**src/rtl/fetch_queue.sv**
```systemverilog
// fetch_queue: instruction fetch stage between the PC register and decode.
// Issues one instruction-memory read at a time for the current PC, buffers
// returned words with their addresses in an in-order FIFO, and presents the
// head entry to decode through a valid/deq handshake.
// Optional feature macro: FETCH_BYPASS_EN (forwards a response straight to
// decode when the FIFO is empty).
module fetch_queue #(
  parameter int unsigned DEPTH = 4,
  parameter int unsigned AW    = 32
) (
  input  logic          clk,
  input  logic          rst,
  input  logic [AW-1:0] iaddr,
  input  logic          flush,
  input  logic          imem_gnt,
  input  logic          imem_rvalid,
  input  logic [AW-1:0] imem_rdata,
  input  logic          deq,
  output logic          imem_req,
  output logic [AW-1:0] imem_addr,
  output logic          pc_adv,
  output logic          inst_valid,
  output logic [AW-1:0] inst,
  output logic [AW-1:0] inst_addr,
  output logic          full
);

  localparam int unsigned PW = $clog2(DEPTH);
  localparam int unsigned CW = PW + 1;

  typedef enum logic [1:0] {
    IDLE = 2'd0,
    REQ  = 2'd1,
    WAIT = 2'd2,
    DROP = 2'd3
  } state_t;

  // One buffered instruction: fetch address plus the returned word.
  typedef struct packed {
    logic [AW-1:0] addr;
    logic [AW-1:0] data;
  } entry_t;

  state_t        state;
  state_t        state_nxt;
  logic          load_addr;

  entry_t        mem [DEPTH];
  entry_t        head_c;
  logic [PW-1:0] rd_ptr;
  logic [PW-1:0] wr_ptr;
  logic [CW-1:0] count;
  logic [CW-1:0] count_nxt;

  logic          fifo_empty_c;
  logic          rsp_ok_c;
  logic          push_c;
  logic          pop_c;

  assign fifo_empty_c = (count == '0);
  assign head_c       = mem[rd_ptr];

  // A response is usable only when it answers a live (non-flushed) read.
  assign rsp_ok_c = (state == WAIT) && imem_rvalid && !flush;

`ifdef FETCH_BYPASS_EN
  logic byp_c;
  // Forward straight to decode when nothing older is queued.
  assign byp_c  = rsp_ok_c && fifo_empty_c;
  assign push_c = rsp_ok_c && !(byp_c && deq);
`else
  assign push_c = rsp_ok_c;
`endif

  // Pops only a real entry; flush takes precedence over a same-cycle deq.
  assign pop_c = deq && !fifo_empty_c && !flush;

  // Occupancy after this edge, used both by the FIFO and the WAIT exit.
  always_comb begin
    count_nxt = count;
    if (flush) begin
      count_nxt = '0;
    end else begin
      count_nxt = count + CW'(push_c) - CW'(pop_c);
    end
  end

  // The outstanding read reserves a slot, so WAIT counts toward full.
  assign full = ((count + CW'(state == WAIT)) == CW'(DEPTH));

  // FSM state register.
  always_ff @(posedge clk or posedge rst) begin
    if (rst) begin
      state <= IDLE;
    end else begin
      state <= state_nxt;
    end
  end

  // FSM next-state and request/advance outputs.
  always_comb begin
    state_nxt = state;
    imem_req  = 1'b0;
    pc_adv    = 1'b0;
    load_addr = 1'b0;
    case (state)
      IDLE: begin
        if (!full && !flush) begin
          state_nxt = REQ;
          load_addr = 1'b1;
        end
      end
      REQ: begin
        imem_req = 1'b1;
        if (flush) begin
          // A granted read must still be drained; an ungranted one is dropped.
          state_nxt = imem_gnt ? DROP : IDLE;
        end else if (imem_gnt) begin
          state_nxt = WAIT;
          pc_adv    = 1'b1;
        end
      end
      WAIT: begin
        if (imem_rvalid) begin
          if (flush) begin
            state_nxt = IDLE;
          end else if (count_nxt != CW'(DEPTH)) begin
            state_nxt = REQ;
            load_addr = 1'b1;
          end else begin
            state_nxt = IDLE;
          end
        end else if (flush) begin
          state_nxt = DROP;
        end
      end
      DROP: begin
        if (imem_rvalid) begin
          state_nxt = IDLE;
        end
      end
      default: begin
        state_nxt = IDLE;
      end
    endcase
  end

  // Request address is captured only on entry to REQ and held until grant.
  always_ff @(posedge clk or posedge rst) begin
    if (rst) begin
      imem_addr <= '0;
    end else if (load_addr) begin
      imem_addr <= iaddr;
    end
  end

  // FIFO pointers and occupancy.
  always_ff @(posedge clk or posedge rst) begin
    if (rst) begin
      rd_ptr <= '0;
      wr_ptr <= '0;
      count  <= '0;
    end else if (flush) begin
      rd_ptr <= '0;
      wr_ptr <= '0;
      count  <= '0;
    end else begin
      if (push_c) begin
        wr_ptr <= wr_ptr + PW'(1);
      end
      if (pop_c) begin
        rd_ptr <= rd_ptr + PW'(1);
      end
      count <= count_nxt;
    end
  end

  // FIFO storage; contents are only observed through a valid head.
  always_ff @(posedge clk) begin
    if (push_c) begin
      mem[wr_ptr] <= '{addr: imem_addr, data: imem_rdata};
    end
  end

  // Head presentation to decode; fields read as zero while empty.
  always_comb begin
    inst_valid = !fifo_empty_c;
    inst       = '0;
    inst_addr  = '0;
    if (!fifo_empty_c) begin
      inst      = head_c.data;
      inst_addr = head_c.addr;
    end
`ifdef FETCH_BYPASS_EN
    else if (byp_c) begin
      inst_valid = 1'b1;
      inst       = imem_rdata;
      inst_addr  = imem_addr;
    end
`endif
  end

endmodule

```
**config.mk**
```make
export PLATFORM = sky130hd
export DESIGN_NAME = fetch_queue
export DESIGN_NICKNAME = d
export VERILOG_FILES = /design/src/rtl/fetch_queue.sv
export SDC_FILE = /design/constraint.sdc
export NUM_CORES = 1
export LEC_CHECK = 0
export ABC_AREA = 1
export CAP_MARGIN = 20
export CORE_ASPECT_RATIO = 1.75
export CORE_MARGIN = 4
export CORE_UTILIZATION = 55
export DETAILED_ROUTE_END_ITERATION = 12
export PLACE_DENSITY_LB_ADDON = 0.12
export SLEW_MARGIN = 20
export SYNTH_ARGS = -nofsm -noshare
export SYNTH_HDL_FRONTEND = slang
export SYNTH_SLANG_ARGS = --single-unit
```
**constraint.sdc**
```tcl
create_clock -name clk -period 7.1 [get_ports clk]
set_input_delay 0.71 -clock clk [delete_from_list [all_inputs] [get_ports clk]]
set_output_delay 0.71 -clock clk [all_outputs]
set_load 0.02 [all_outputs]
```
# Word level (Yosys, flattened, before mapping)
# Memory sizes are Yosys's and may differ from the RTL's.
# Cells that the tools add are included.
[totals]
ram_bits = 256
mem_count = 1
out_inout_bits = 100
mem_bits_ro = 0
input_bits = 70
latchBits = 0
elab_cells = 62
register_bits = 41
[memory_table]
columns = ["memory", "words", "word_bits", "rd", "rd_clocked_by_memory_dff", "wr", "line_no", "source"]
rows = [
  ["mem", 4, 64, 1, 0, 1, "48", "entry_t mem [DEPTH];"],
]
[classes]
eq_ne = 9
multipliers = 0
n_addsub = 5
shifts = 0
n_mux = 29
n_lt_le_gt_ge = 0
bitwise = 0
n_div = 0
n_reduce_logical = 13
[ops]
columns = ["operator", "n"]
rows = [
  ["$mux 32", 2],
  ["$mux 2", 11],
  ["$mux 1", 12],
  ["$ne 3x3->1 const B", 3],
  ["$pmux 2 s4", 1],
  ["$add 3x1->3", 2],
  ["$mux 3", 2],
  ["$logic_and 1x1->1", 5],
  ["$add 2x1->2 const B", 2],
  ["$eq 2x2->1 const B", 2],
  ["$ne 2x2->1 const B", 2],
  ["$reduce_and 4->1", 1],
  ["$reduce_bool 2->1", 2],
  ["$eq 3x3->1 const B", 1],
  ["$logic_not 1->1", 3],
  ["$logic_not 3->1", 1],
  ["$sub 3x1->3", 1],
  ["$eq 2x1->1 const B", 1],
  ["$logic_not 2->1", 1],
  ["$pmux 1 s2", 1],
]

# Longest topological paths before layout
[logic_depth]
depth_word = 11
depth_mapped = 19

# Worst setup path before layout
# No wires, ideal clock.
[synth_timing]
kind = "input-to-reg"
start = "in flush"
end = "mem mem[0][0] (netlist name), enable pin"
required_ns = 6.614
slack_ns = 2.838
arrival_ns = 3.776
cell_stages = 4
cell_sequence = "buf_6 nor2_4 inv_1 nor2_1"
[synth_between]
elab_chain_len = 4
[synth_rtl]
columns = ["element", "line_no", "source"]
rows = [
  ["start, declared", "14", "input logic flush,"],
  ["$logic_not 1->1", "64", "assign rsp_ok_c = (state == WAIT) && imem_rvalid && !flush;"],
  ["$logic_and 1x1->1", "64", ""],
  ["$mux 1", "180", "if (push_c) begin"],
  ["$mux 1 (not written as such)", "181", "mem[wr_ptr] <= '{addr: imem_addr, data: imem_rdata};"],
  ["end, declared", "48", ""],
]
# No other way between the ends.

# Worst setup path in the final report
[layout_timing]
start = "reg rd_ptr[1]"
end = "out inst_addr[6]"
[layout_between]
elab_chain_len = 2
[layout_rtl]
columns = ["element", "line_no", "source"]
rows = [
  ["start, declared", "50", "logic [PW-1:0] rd_ptr;"],
  ["start signal, assigned", "172", "rd_ptr <= rd_ptr + PW'(1);"],
  ["$mem_v2 4x64", "-", ""],
  ["$mux 32", "190", "if (!fifo_empty_c) begin"],
  ["end, declared", "24", "output logic [AW-1:0] inst_addr,"],
]
# No other way between the ends.

==> flow_summary.ini <==
[floorplan]
die_h_um = 202
core_area_um2 = 21100
die_width_um = 119
initial_core_util_pct = 56.3
io-pin-count = 170
die_area_um2 = 24100
rows = 70

[logic_synthesis]
synth_nets = 1077
ys_seq_area_share_pct = 73.3
synth_largest_area_cell = edfxtp_1
synth_cells = 998
synth_edf_count = 256
synthArstFlopShare_pct = 13.8
synth_most_common_cell = nor2_1
synth_common_cells = nor2_1, edfxtp_1, o21ai_0, nand2_1, a21oi_1
syn_area_um2 = 11900
yosysTopAreaCellShare_pct = 64.7
synth.area.top_cells = edfxtp_1, nor2_1, dfrtp_1, o21ai_0, a21oi_1
synthFlopType = edfxtp_1
ys_warn_count = 0
syn_avg_cell_area_um2 = 11.9
yosysUniqueCellTypes = 25
synth_seq_cells = 297

[timing]
fmax_mhz = 224
tns_ns = 0
fin_skew_ns = 0.0111
finalCritPeriodShare_pct = 63.0
maxSlewViolCount = 0
worst_slew_pin_slew_ns = 0.977
final-hold-violation-count = 0
setup_viol = 0
finalCriticalPeriod_ns = 4.47
relSlewSlack_pct = 34.8
rsz0062_at_grt = no

[detailed_routing]
drtIter0Drc = 645
antenna_left = 0
dr.pass1.iters = 5
drt_wl_total_um = 26300
wl_per_cell_um = 18.1
avgViaCountPerCell = 5.38
drcViolationCount = 0
num_vias = 7814

[clocking]
cts_buffer_depth = 3
clkTransAtPathRegs_ns = 0.06
cts_resized = 0
htreeDepth = 1
hold_buffers = 0
cts.sinks = 297
clockRootBuffer = clkbuf_16
numCtsBuffers = 25
postCtsSetupRepairBufs = 0
tritoncts = yes
clkLatencyLatePin_ns = 0.52

[finish]
area_growth_pct = 22.8
drive_above_1_share_pct = 6.79
layout.cells.non_filler = 1453
layout.nets = 1225
nFillCells = 1489

[placed_design]
numPlacedInstances = 1406
io_buffers = 169
dp_hpwl_um = 15100
place_congestion = 0.796

[grt]
grt_pass1_wl_um = 41100
grt_util_all_layers_pct = 21.5
grt-ovfl-total = 0
antenna_found_initial = 0
grt_pass1_vias = 7782
grt_max_degree = 79

[power_and_ir_drop]
leakage_nw = 5.24
vdd_ir_drop_max_uv = 293
p_per_area_nw_per_um2 = 394

[setup_path]
path_class = reg2out
crit_fanout = 65
critPathLaunchType = flop
end_kind = output port
r2r_cells = 19
required_ns = 6.39
critPathArrivalTime_ns = 3.76

[worst_hold_path]
hold_depth = 0
min_path_type = reg2reg

[flow_run]
cap_violations = 0

[status]
outcome = finished clean
[registers in the layout, summed over array words and instances, names as in the netlist]
| name | count |
|---|---|
| count | 3 |
| imem_addr | 32 |
| mem | 256 |
| rd_ptr | 2 |
| state | 2 |
| wr_ptr | 2 |
[report_power, final]
group          internal, W  switching (W)  leakage [nW]  total, W
Combinational     0.000823        0.00126          2.02   0.00208
Sequential         0.00213       0.000206          2.83   0.00234
Clock             0.000754       0.000575         0.390   0.00133
[critical path, cell delays in order (launching register included)]
cell	delay, ns
dfrtp_2	0.34
buf_4	0.67
inv_2	0.59
buf_4	0.43
nor2_1	0.13
o21ai_0	0.08
a21oi_1	0.30
clkdlybuf4s50_1	0.67
[cell usage in the layout (no fill, tap or decap), types with 10 or more instances in the layout]
cell,instances
a21oi_1,67
buf_4,10
clkbuf_16,26
clkdlybuf4s50_1,169
dfrtp_1,39
edfxtp_1,256
inv_1,22
nand2_1,75
nand2_2,10
nand3_1,34
nor2_1,270
o21ai_0,131
[per-stage QoR]
step	hold slack (ns)	instance area (µm²)	power [W]	worst slack [ns]	util [%]
final	0.546	14600	0.00575	2.63	69.2
after global placement	0.529	13800	0.00443	2.82	65.2
after global routing	0.575	14600	0.00604	2.40	69.2
after floorplan	0.579	11900	0.00350	2.84	-
after CTS	0.550	14600	0.00579	2.56	69.0
after detailed placement	0.531	13800	0.00447	2.74	65.2
[worst paths after layout]
check / endpoint / from / slack (ns)
worst max-delay path: inst_addr[6] / rd_ptr[1] / 2.63
worst min-delay path: mem[3][52] / imem_addr[20] / 0.55
worst max register to register: imem_addr[27] / count[1] / 2.93
worst min register to register: mem[3][52] / imem_addr[20] / 0.55
max in group asynchronous: rd_ptr[0] / rst / 5.74
min in group asynchronous: imem_addr[8] / rst / 0.71
[layer usage]
| metal | up-vias | wire length [µm] | global-route usage (%) | share of wire, % |
|---|---|---|---|---|
| met5 | - | 0 | 0 | 0 |
| met4 | 0 | 678 | 6.63 | 2.6 |
| met3 | 50 | 1130 | 2.65 | 4.3 |
| met2 | 208 | 14100 | 39.6 | 54 |
| met1 | 3810 | 10400 | 26.4 | 40 |
| li1 | 3746 | - | - | - |
[layout make-up]
type | instances | area (µm²) | share of cell area, %
multi-input cells | 615 | 2820 | 19.3
clock buffers | 39 | 739 | 5.06
well taps | 288 | 360 | 2.47
flip-flops and latches | 297 | 8720 | 59.7
clock inverters | 6 | 61.3 | 0.420
diodes | 1 | 2.50 | 0.0171
repair buffers | 180 | 1790 | 12.3
inverters | 27 | 103 | 0.703
[logic make-up (layout without fill, tap and decap cells)]
kind of cell / after synthesis / count (layout) / share of synthesized area (%)
DFF: 297 / 297 / 73.3
other: 0 / 1 / 0
AOI/OAI and AO/OA: 200 / 200 / 8.45
buffers and inverters: 86 / 252 / 3.26
and+or+nand+nor: 406 / 406 / 14.0
adders and majority gates: 9 / 9 / 1.01
Note: power is estimated with default switching activity, not from simulation.
